### config.mk
export PLATFORM = sky130hd
export DESIGN_NAME = jtpang_objdma_ctrl
export DESIGN_NICKNAME = d
export VERILOG_FILES = /design/src/rtl/jtpang_objdma_ctrl.sv
export SDC_FILE = /design/constraint.sdc
export NUM_CORES = 1
export LEC_CHECK = 0
export CORE_UTILIZATION = 40
export CTS_CLUSTER_DIAMETER = 200
export DETAILED_ROUTE_END_ITERATION = 8
export PLACE_DENSITY = 0.79
export SLEW_MARGIN = 30
export SYNTH_ARGS = -nofsm -noshare
export SYNTH_HDL_FRONTEND = slang
export SYNTH_SLANG_ARGS = --single-unit
### constraint.sdc
create_clock -name clk -period 2.08 [get_ports clk]
set_input_delay 0.416 -clock clk [delete_from_list [all_inputs] [get_ports clk]]
set_output_delay 0.416 -clock clk [all_outputs]
set_load 0.005 [all_outputs]
### src/rtl/jtpang_objdma_ctrl.sv
// ---------------------------------------------------------------------------
// jtpang_objdma_ctrl
//
// Object DMA controller. A CPU trigger makes the block request the CPU bus.
// Once the bus is granted it copies LEN bytes from VRAM (addresses 0..LEN-1)
// into the object buffer, one byte per cen cycle. It then releases the bus
// and pulses done. A trigger that arrives while a copy is in progress is
// remembered, and one more copy runs right after the current one.
//
// Optional feature, guarded by the macro JTPANG_DMA_TIMEOUT_EN:
//   Abandon a bus request that is not granted within 4095 cen cycles, and
//   pulse the extra output 'timeout'.
//
// Parameters
//   AW   width of the VRAM source address and of the object-buffer address
//   LEN  bytes per transfer (1 <= LEN <= 2**AW)
//
// Ports
//   clk       in   system clock
//   rst_n     in   asynchronous active-low reset
//   cen       in   copy-rate clock enable
//   dma_go    in   CPU DMA trigger (one-clk pulse)
//   busrq     out  bus request to the CPU (registered)
//   busak_n   in   bus acknowledge from the CPU, active low
//   dma_addr  out  VRAM read address
//   dma_din   in   VRAM read data, valid one clk after dma_addr
//   buf_we    out  object-buffer write strobe
//   buf_addr  out  object-buffer write address
//   buf_din   out  object-buffer write data
//   busy      out  high from the accepted trigger until the bus is released
//   done      out  one-clk pulse when the bus is released after a copy
//   timeout   out  (JTPANG_DMA_TIMEOUT_EN only) one-clk pulse on abandon
// ---------------------------------------------------------------------------
module jtpang_objdma_ctrl #(
  parameter int AW  = 9,
  parameter int LEN = 512
) (
  input  logic          clk,
  input  logic          rst_n,
  input  logic          cen,
  input  logic          dma_go,
  output logic          busrq,
  input  logic          busak_n,
  output logic [AW-1:0] dma_addr,
  input  logic [7:0]    dma_din,
  output logic          buf_we,
  output logic [AW-1:0] buf_addr,
  output logic [7:0]    buf_din,
  output logic          busy,
  output logic          done
`ifdef JTPANG_DMA_TIMEOUT_EN
  ,
  output logic          timeout
`endif
);

  typedef enum logic [1:0] {
    ST_IDLE = 2'd0,
    ST_REQ  = 2'd1,
    ST_COPY = 2'd2,
    ST_REL  = 2'd3
  } state_t;

  localparam logic [AW-1:0] LAST_ADDR = AW'(LEN - 1);

  state_t        state_q, state_d;
  logic          busrq_q, busrq_d;
  logic          busy_q, busy_d;
  logic          done_q, done_d;
  logic          pend_q, pend_d;
  logic [AW-1:0] dma_addr_q, dma_addr_d;
  logic          buf_we_q, buf_we_d;
  logic [AW-1:0] buf_addr_q, buf_addr_d;

`ifdef JTPANG_DMA_TIMEOUT_EN
  logic [11:0]   tmo_cnt_q, tmo_cnt_d;
  logic          timeout_q, timeout_d;
`endif

  // Leaving REL consumes any pending trigger, so this decode is shared by
  // the pending-flag logic and the REL branch of the FSM.
  logic rel_exit;
  assign rel_exit = (state_q == ST_REL) && busak_n;

  always_comb begin
    state_d    = state_q;
    busrq_d    = busrq_q;
    busy_d     = busy_q;
    done_d     = 1'b0;
    pend_d     = pend_q;
    dma_addr_d = dma_addr_q;
    buf_we_d   = 1'b0;
    buf_addr_d = buf_addr_q;
`ifdef JTPANG_DMA_TIMEOUT_EN
    tmo_cnt_d  = 12'd0;
    timeout_d  = 1'b0;
`endif

    // Only one trigger is remembered. Pulses that arrive while the flag is
    // already set fold into it.
    if (dma_go && (state_q != ST_IDLE) && !rel_exit) begin
      pend_d = 1'b1;
    end

    case (state_q)
      ST_IDLE: begin
        if (dma_go) begin
          state_d    = ST_REQ;
          busrq_d    = 1'b1;
          busy_d     = 1'b1;
          dma_addr_d = '0;
        end
      end

      ST_REQ: begin
        if (cen && !busak_n) begin
          state_d = ST_COPY;
        end
`ifdef JTPANG_DMA_TIMEOUT_EN
        else begin
          tmo_cnt_d = tmo_cnt_q;
          if (cen) begin
            // The counter reaches 4095 on this cen cycle: give up.
            if (tmo_cnt_q == 12'd4094) begin
              state_d   = ST_IDLE;
              busrq_d   = 1'b0;
              busy_d    = 1'b0;
              pend_d    = 1'b0;
              timeout_d = 1'b1;
              tmo_cnt_d = 12'd0;
            end else begin
              tmo_cnt_d = tmo_cnt_q + 12'd1;
            end
          end
        end
`endif
      end

      ST_COPY: begin
        // A read is issued at dma_addr on each granted cen cycle. The
        // registered write strobe lines up with the VRAM data, which
        // arrives one clk later.
        if (cen && !busak_n) begin
          dma_addr_d = dma_addr_q + AW'(1);
          buf_we_d   = 1'b1;
          buf_addr_d = dma_addr_q;
          if (dma_addr_q == LAST_ADDR) begin
            state_d = ST_REL;
            busrq_d = 1'b0;
          end
        end
      end

      ST_REL: begin
        if (busak_n) begin
          done_d = 1'b1;
          pend_d = 1'b0;
          // A trigger that lands on the exit clk counts as pending.
          if (pend_q || dma_go) begin
            state_d    = ST_REQ;
            busrq_d    = 1'b1;
            dma_addr_d = '0;
          end else begin
            state_d = ST_IDLE;
            busy_d  = 1'b0;
          end
        end
      end

      default: begin
        state_d = ST_IDLE;
      end
    endcase
  end

  always_ff @(posedge clk or negedge rst_n) begin
    if (!rst_n) begin
      state_q    <= ST_IDLE;
      busrq_q    <= 1'b0;
      busy_q     <= 1'b0;
      done_q     <= 1'b0;
      pend_q     <= 1'b0;
      dma_addr_q <= '0;
      buf_we_q   <= 1'b0;
      buf_addr_q <= '0;
    end else begin
      state_q    <= state_d;
      busrq_q    <= busrq_d;
      busy_q     <= busy_d;
      done_q     <= done_d;
      pend_q     <= pend_d;
      dma_addr_q <= dma_addr_d;
      buf_we_q   <= buf_we_d;
      buf_addr_q <= buf_addr_d;
    end
  end

`ifdef JTPANG_DMA_TIMEOUT_EN
  always_ff @(posedge clk or negedge rst_n) begin
    if (!rst_n) begin
      tmo_cnt_q <= 12'd0;
      timeout_q <= 1'b0;
    end else begin
      tmo_cnt_q <= tmo_cnt_d;
      timeout_q <= timeout_d;
    end
  end

  assign timeout = timeout_q;
`endif

  assign busrq    = busrq_q;
  assign busy     = busy_q;
  assign done     = done_q;
  assign dma_addr = dma_addr_q;
  assign buf_we   = buf_we_q;
  assign buf_addr = buf_addr_q;
  // VRAM data is already aligned with the write strobe. Gating it keeps the
  // bus at zero outside write cycles, including while in reset.
  assign buf_din  = buf_we_q ? dma_din : 8'h00;

endmodule

# Word level (Yosys, flattened, before mapping)
# Index checks and enable logic that the tools add are counted.
word_totals:
  elab_cells: 65
  reg_bits: 25
  output_inout_bits: 30
classes:
  n_eq_ne: 11
  n_addsub: 1
  reduce_logical: 16
  mux: 29
ops:
  columns: ["operator", "n"]
  rows:
  - ["9-bit two-way mux", 4]
  - ["9-bit one-hot mux with 3 select lines", 1]
  - ["1-bit two-way mux", 15]
  - ["2-bit inequality test (second input constant)", 6]
  - ["2-bit two-way mux", 5]
  - ["5-bit AND reduction", 2]
  - ["9-bit by 1-bit adder with 9-bit output (second input constant)", 1]
  - ["9-bit == test (second input constant)", 1]
  - ["8-bit two-way mux", 1]
  - ["2-bit one-hot mux with 4 select lines", 1]
  - ["6-bit AND reduction", 1]
  - ["2-bit == test (second input constant)", 2]
  - ["1-bit logical AND", 4]
  - ["4-bit AND reduction", 1]
  - ["2-bit nonzero test", 2]
  - ["1-bit one-hot mux with 3 select lines", 1]
  - ["3-bit nonzero test", 1]
  - ["2-bit by 1-bit == test with 1-bit output (second input constant)", 1]
  - ["1-bit logical NOT", 2]
  - ["2-bit logical NOT", 1]
  - ["2-bit by 1-bit inequality test with 1-bit output (second input constant)", 1]
  - ["1-bit one-hot mux with 2 select lines", 1]
  - ["2-bit AND reduction", 1]
  - ["1-bit logical OR", 1]

# Logic depth before layout (Yosys ltp)
# Gate-level depths: netlist of run 1.
depth:
  depth_word: 7
  mapped_depth: 7
  depth_no_buf: 6

# Worst setup path before layout of run 1
# Ideal clock, no wire load.
synth_path:
  path_type: "flip-flop to flip-flop"
  startpoint: "register dma_addr_q[2], in the netlist dma_addr[2]"
  endpoint: "register state_q[1]"
  path_stages_with_launch: 7
  setup_slack_ns: 0.292
  setup_time_ns: 0.125
  arrival_time_ns: 1.663
  n_path_buf: 0
  period_less_slack_ns: 1.788
  required_time_ns: 1.955
  path_cell_list: "dfrtp_1 -> and4_1 -> and4_1 -> ha_1 -> nand2_4 -> a211o_1 -> mux2_4"
synth_between:
  elab_chain_cells: 3
synth_lines:
  columns: ["element", "line_no", "text"]
  rows:
  - ["start, declared", "71", "logic [AW-1:0] dma_addr_q, dma_addr_d;"]
  - ["start signal, assigned", "192", "dma_addr_q <= dma_addr_d;"]
  - ["9-bit == test", "147", "if (dma_addr_q == LAST_ADDR) begin"]
  - ["2-bit inequality test (no line)", null, null]
  - ["5-bit AND reduction (no line)", null, null]
  - ["end signal, assigned", "187", "state_q <= state_d;"]
  - ["end, declared", "66", "state_t state_q, state_d;"]
# Every way passes these cells.
# A chain may end at the register's enable or synchronous reset.

# Final worst setup path of run 1
layout_path:
  startpoint: "input port dma_din[1]"
  endpoint: "output port buf_din[1]"
layout_between:
  elab_chain_cells: 1
layout_lines:
  columns: ["element", "line_no", "text"]
  rows:
  - ["start, declared", "45", "input logic [7:0] dma_din,"]
  - ["8-bit two-way mux", "220", "assign buf_din = buf_we_q ? dma_din : 8'h00;"]
  - ["end, declared", "48", "output logic [7:0] buf_din,"]
# Every way passes these cells.

==> results of run 1 <==
-- flip-flops by register name (all words and copies together), names as in the netlist --
name,cells
state_q,2
busy,1
dma_addr,9
buf_we,1
done,1
busrq,1
pend_q,1
buf_addr,9
-- cell usage in the layout, fill, tap and decap left out, types with 2 or more instances in the layout --
| cell type | count |
|---|---|
| nand2_1 | 4 |
| buf_4 | 12 |
| nand4_1 | 2 |
| and3_1 | 2 |
| o311ai_1 | 3 |
| o22ai_1 | 2 |
| and2_1 | 9 |
| ha_1 | 7 |
| nand3_1 | 10 |
| o21ai_0 | 9 |
| o211ai_1 | 3 |
| o221ai_1 | 2 |
| clkdlybuf4s50_1 | 42 |
| a211o_1 | 2 |
| nand2b_1 | 6 |
| nor2_1 | 4 |
| mux2_2 | 9 |
| a21oi_1 | 4 |
| and4_1 | 2 |
| clkbuf_4 | 3 |
| nand3b_1 | 4 |
| dfrtp_1 | 25 |
| inv_1 | 6 |
-- critical path: cells and delay by family --
kind,cells,cell delay [ns]
simple gates,1,0.12
buf+inv,2,0.97
-- worst max path at each step --
stage                            from     endpoint  slack (ns)
after floorplan           dma_addr[2]   state_q[1]        0.29
final                      dma_din[1]   buf_din[1]        0.15
after detailed placement      busak_n  dma_addr[7]        0.09
after CTS                  dma_din[0]   buf_din[0]        0.14
after global placement            cen  dma_addr[7]        0.13
after global routing       state_q[1]  dma_addr[0]        0.02
-- power groups by stage --
stage / logic [mW] / clock network (mW) / registers (mW)
finish: 0.762 / 0.228 / 0.618
global route: 0.845 / 0.260 / 0.629
CTS: 0.763 / 0.237 / 0.619
detailed placement: 0.762 / 0 / 0.629
global placement: 0.713 / 0 / 0.620
floorplan: 0.467 / 0 / 0.624
-- stage by stage --
| stage | utilization | cell area (µm²) | setup slack (ns) | cells |
|---|---|---|---|---|
| after floorplan | - | 1386 | 0.2924 | 134 |
| after CTS | 0.5849 | 1952 | 0.1380 | 232 |
| after global routing | 0.5849 | 1952 | 0.01824 | 232 |
| final | 0.5849 | 1952 | 0.1531 | 232 |
| after global placement | 0.5759 | 1922 | 0.1293 | 228 |
| after detailed placement | 0.5759 | 1922 | 0.08872 | 228 |
-- cell families after synthesis --
family | Yosys count | synth area share
AO/OA/AOI/OAI | 28 | 0.1354
AND/OR/NAND/NOR | 52 | 0.2265
flip-flops | 25 | 0.4513
multiplexers | 10 | 0.08393
buffers and inverters | 12 | 0.03971
adder cells (fa/ha/maj) | 7 | 0.06317
-- layout make-up --
| cell class | count | share of cell area |
|---|---|---|
| Inverter | 6 | 0.01154 |
| Multi-Input combinational cell | 97 | 0.3615 |
| Sequential cell | 25 | 0.3205 |
| Clock inverter | 1 | 0.003846 |
| Timing Repair Buffer | 54 | 0.2615 |
| Tap cell | 46 | 0.02949 |
| Clock buffer | 3 | 0.01154 |
-- routing by layer --
metal  part of all wire  global-route usage  wire (µm)  vias to the layer above
li1                   -                   -          -                      588
met1               0.40              0.2301       1310                      603
met2               0.54              0.3516       1771                       44
met3              0.050             0.02772        165                        6
met4              0.014             0.07143         46                        0
met5                  0                   0          0                        -
==> flow_metrics.env, run 1 <==
export IMPL_slew_violations=0
export IMPL_clock_latency_ns=0.33
export IMPL_relSlewSlack=0.6017
export IMPL_drc=0
export IMPL_n_fill_cell=310
export IMPL_hold_path_class="in2async"
export IMPL_post_dp_hpwl_um=2545
export IMPL_switching_share=0.3806
export IMPL_cts_root_buf="clkbuf_4"
export IMPL_maxCapViolations=0
export IMPL_path_cells="clkdlybuf4s50_1 -> and2_1 -> clkdlybuf4s50_1"
export IMPL_route_vias_total=1241
export IMPL_fin_crit_sh=0.9264
export IMPL_wl_per_cell_um=14.20
export IMPL_htree_num_levels=1
export IMPL_synth_edf_count=0
export IMPL_fmax_ghz=0.5190
export IMPL_rows=21
export IMPL_fp_dieH_um=60.87
export IMPL_ctsResizeCount=0
export IMPL_setup_viol=0
export IMPL_ir_drop_v=0.0004748
export IMPL_status="complete, no violations"
export IMPL_endpoint_kind="primary output"
export IMPL_cts_sinks=25
export IMPL_synth_flop_cell="dfrtp_1"
export IMPL_synth_top_area_frac=0.4513
export IMPL_io_pins=43
export IMPL_yosys_warnings=0
export IMPL_place_congestion=0.8631
export IMPL_critPathSlowestCell="clkdlybuf4s50_1"
export IMPL_vias_per_cell=5.349
export IMPL_path_common_cell="clkdlybuf4s50_1"
export IMPL_drt_pass1_iterations=4
export IMPL_drive_gt1_frac=0.1720
export IMPL_required_ns=1.66
export IMPL_grt_pass1_wl_um=5230
export IMPL_internal_power_mw=0.9955
export IMPL_syn_num_nets=154
export IMPL_regToRegSetupSlack_ns=0.18
export IMPL_p_seq_frac=0.384
export IMPL_dieArea_mm2=0.003705
export IMPL_pwr_share_clk=0.142
export IMPL_power_mw=1.607
export IMPL_netlist_top_cells_area="dfrtp_1 (45%), mux2_2 (7.3%), ha_1 (6.3%), and2_1 (4.1%), nand3_1 (3.6%)"
export IMPL_tns_ns=0
export IMPL_cts_tree="done"
export IMPL_worstSetupStartpointType="input pin"
export IMPL_grtUsageTotal=0.1932
export IMPL_finalHoldViolCount=0
export IMPL_timing_rr_start="state_q[0]"
export IMPL_synth_most_common_cell="dfrtp_1"
export IMPL_ys_types=37
export IMPL_yosys_top_cells_count="dfrtp_1 (25), nand3_1 (10), and2_1 (9), mux2_2 (9), o21ai_0 (9)"
export IMPL_grt_pass1_vias=1141
export IMPL_seq_area_frac_synth=0.4513
export IMPL_clkTransAtPathRegs_ns=0.15
export IMPL_n_antenna_cell=0
export IMPL_fin_skew_ns=0.01496
export IMPL_antenna_left=0
export IMPL_synthCells=134
export IMPL_crit_type="in2out"
export IMPL_grt_max_degree=26
export IMPL_multi_input_area_um2=705.7
export IMPL_whs_ns=0.4196
export IMPL_clk_path_buf_depth=2
export IMPL_core_area_mm2=0.003337
export IMPL_async_reset_ff_frac=1.000
export IMPL_worst_path_max_fanout=1
export IMPL_synth_seq_cells=25
export IMPL_rsz0062_at_grt="false"
export IMPL_period_needed_ns=1.927
export IMPL_grt_overflow_total=0
export IMPL_start_util=0.4154
export IMPL_cts_made_buffers=3
export IMPL_p_per_area_mw_per_mm2=823.4
export IMPL_drt_iter0_drc=23
export IMPL_synth_cell_area_mm2=0.001386
export IMPL_regArea_um2=625.6
export IMPL_r2r_cells=6
export IMPL_area_growth_pct=40.79
export IMPL_timing_rr_end="dma_addr[5]"
export IMPL_portBuffers=42
export IMPL_syn_area_per_cell_um2=10.35
export IMPL_wl_um=3294
export IMPL_cts_setup_buffers=0
export IMPL_holdBufCountCts=0
export IMPL_tightestPinTransition_ns=0.5974
export IMPL_yosys_area_top_type="dfrtp_1"
export IMPL_comb_power_share=0.474
export IMPL_slowest_delay_ns=0.50
export IMPL_die_w_um=60.87
export IMPL_antenna_found_initial=0
export IMPL_nets=207
export IMPL_p_leak_nw=0.8753
export IMPL_cp_data_arrival_time_ns=1.51
export IMPL_switching_power_mw=0.6117
Power figures use the tool's default switching activity.
==> inputs of run 2 (changes only) <==
Settings changed: ABC_AREA from default to 0, CORE_ASPECT_RATIO from default to 0.7.
Clock period 2.08 ns to 1.8 ns, I/O delays scaled along.
==> run 2 against run 1 <==
- die area rose by 0.11%
- routed wire length rose by 9.4%
- sequential share of layout area fell by 2.1 points
- first-iteration DRC count rose to 4.2 times the previous value
- critical path type unchanged
==> flow_metrics.env, run 2 (synthesized netlist as in run 1, its figures left out) <==
export IMPL_finalHoldViolCount=0
export IMPL_setup_viol=0
export IMPL_area_growth_pct=51.08
export IMPL_drive_gt1_frac=0.2513
export IMPL_mostFrequentLayoutCells="clkdlybuf4s50_1 (38), dfrtp_1 (24), buf_4 (24), nand3_1 (10)"
export IMPL_grtUsageTotal=0.2068
export IMPL_core_area_mm2=0.003233
export IMPL_antenna_left=0
export IMPL_io_pins=43
export IMPL_grt_pass1_wl_um=5837
export IMPL_period_needed_ns=1.782
export IMPL_cts_sinks=25
export IMPL_p_leak_nw=1.011
export IMPL_cts_tree="done"
export IMPL_clk_path_buf_depth=2
export IMPL_vias_per_cell=5.350
export IMPL_fp_dieH_um=51.26
export IMPL_dp_slack_ns=-0.1107
export IMPL_portBuffers=42
export IMPL_path_cells="clkdlybuf4s50_1 -> and2_1 -> clkdlybuf4s50_1"
export IMPL_worstSetupStartpointType="input pin"
export IMPL_slew_violations=0
export IMPL_crit_type="in2out"
export IMPL_fin_crit_sh=0.9902
export IMPL_cts_made_buffers=3
export IMPL_path_common_cell="clkdlybuf4s50_1"
export IMPL_setup_slack_ns=0.01756
export IMPL_route_vias_total=1316
export IMPL_dieArea_mm2=0.003709
export IMPL_whs_ns=0.4635
export IMPL_wl_per_cell_um=14.65
export IMPL_slowest_delay_ns=0.50
export IMPL_htree_num_levels=1
export IMPL_wl_um=3605
export IMPL_clkTransAtPathRegs_ns=0.08
export IMPL_layout_commonest_cell="clkdlybuf4s50_1"
export IMPL_hold_path_class="in2async"
export IMPL_grt_max_degree=26
export IMPL_cts_root_buf="clkbuf_8"
export IMPL_p_per_area_mw_per_mm2=978.8
export IMPL_clock_latency_ns=0.27
export IMPL_ir_drop_v=0.0005700
export IMPL_worst_path_max_fanout=1
export IMPL_place_congestion=0.8676
export IMPL_start_util=0.4288
export IMPL_power_mw=2.050
export IMPL_required_ns=1.44
export IMPL_maxCapViolations=0
export IMPL_endpoint_kind="primary output"
export IMPL_critPathSlowestCell="clkdlybuf4s50_1"
export IMPL_post_route_util=0.6478
export IMPL_die_w_um=72.37
export IMPL_rows=17
export IMPL_cp_data_arrival_time_ns=1.42
export IMPL_fmax_ghz=0.5610
export IMPL_post_dp_hpwl_um=2658
export IMPL_relSlewSlack=0.7607
export IMPL_fin_skew_ns=0.002960
export IMPL_drt_iter0_drc=96
export IMPL_tns_ns=0
export IMPL_grt_overflow_total=0
export IMPL_grt_pass1_vias=1315
export IMPL_drt_pass1_iterations=4
export IMPL_tightestPinTransition_ns=0.3580
export IMPL_nets=220
export IMPL_drc=0
export IMPL_status="complete, no violations"
export IMPL_n_antenna_cell=0
export IMPL_antenna_found_initial=0
export IMPL_n_fill_cell=254
## run 2: path summary, 6_finish.rpt
path                              from          end  slack, ns  depth (start not counted)
max                         dma_din[1]   buf_din[1]       0.02                          3
min                              rst_n        busrq       0.46                          2
max reg2reg                dma_addr[4]   state_q[1]       0.07                          6
min reg2reg                buf_addr[6]  buf_addr[6]       0.51                          1
max in group asynchronous        rst_n   state_q[1]       1.07                          2
min in group clk           buf_addr[6]  buf_addr[6]       0.51                          1
## run 2: timing repair
item,4_1_cts,5_1_grt
pin swaps,0,3
hold buffers,0,0
setup buffers,0,4
resized for setup,1,12
endpoints found under the setup margin,1,9
gates cloned,0,0
## run 2: final cells by class
class,count,area [µm²],share of cell area
clock buffer,4,45.04,0.02151
inverter,6,22.52,0.01075
multi-input combinational,97,723.2,0.3453
sequential,25,626.9,0.2993
tap,47,58.81,0.02808
timing repair buffer,67,618.1,0.2951
## run 2: critical path, delay by kind of cell
kind	cells	cell delay, ns
buf+inv	2	0.95
simple gates	1	0.11
## run 2: layer usage
layer	track usage	up-vias	share of wire
met5	0	-	0
met4	0.08170	0	0.022
met3	0.03945	12	0.066
met2	0.3769	60	0.49
met1	0.2403	626	0.42
li1	-	618	-
## run 2: metrics by stage
| stage | area, µm² | instances |
|---|---|---|
| after floorplan | 1386 | 134 |
| after global placement | 1998 | 239 |
| after detailed placement | 1998 | 239 |
| after CTS | 2042 | 243 |
| after global routing | 2095 | 246 |
| final | 2095 | 246 |
## run 2: power breakdown
part | switching (mW) | internal [mW] | total [mW]
Sequential | 0.0751 | 0.644 | 0.719
Combinational | 0.496 | 0.508 | 1.00
Clock | 0.168 | 0.158 | 0.327
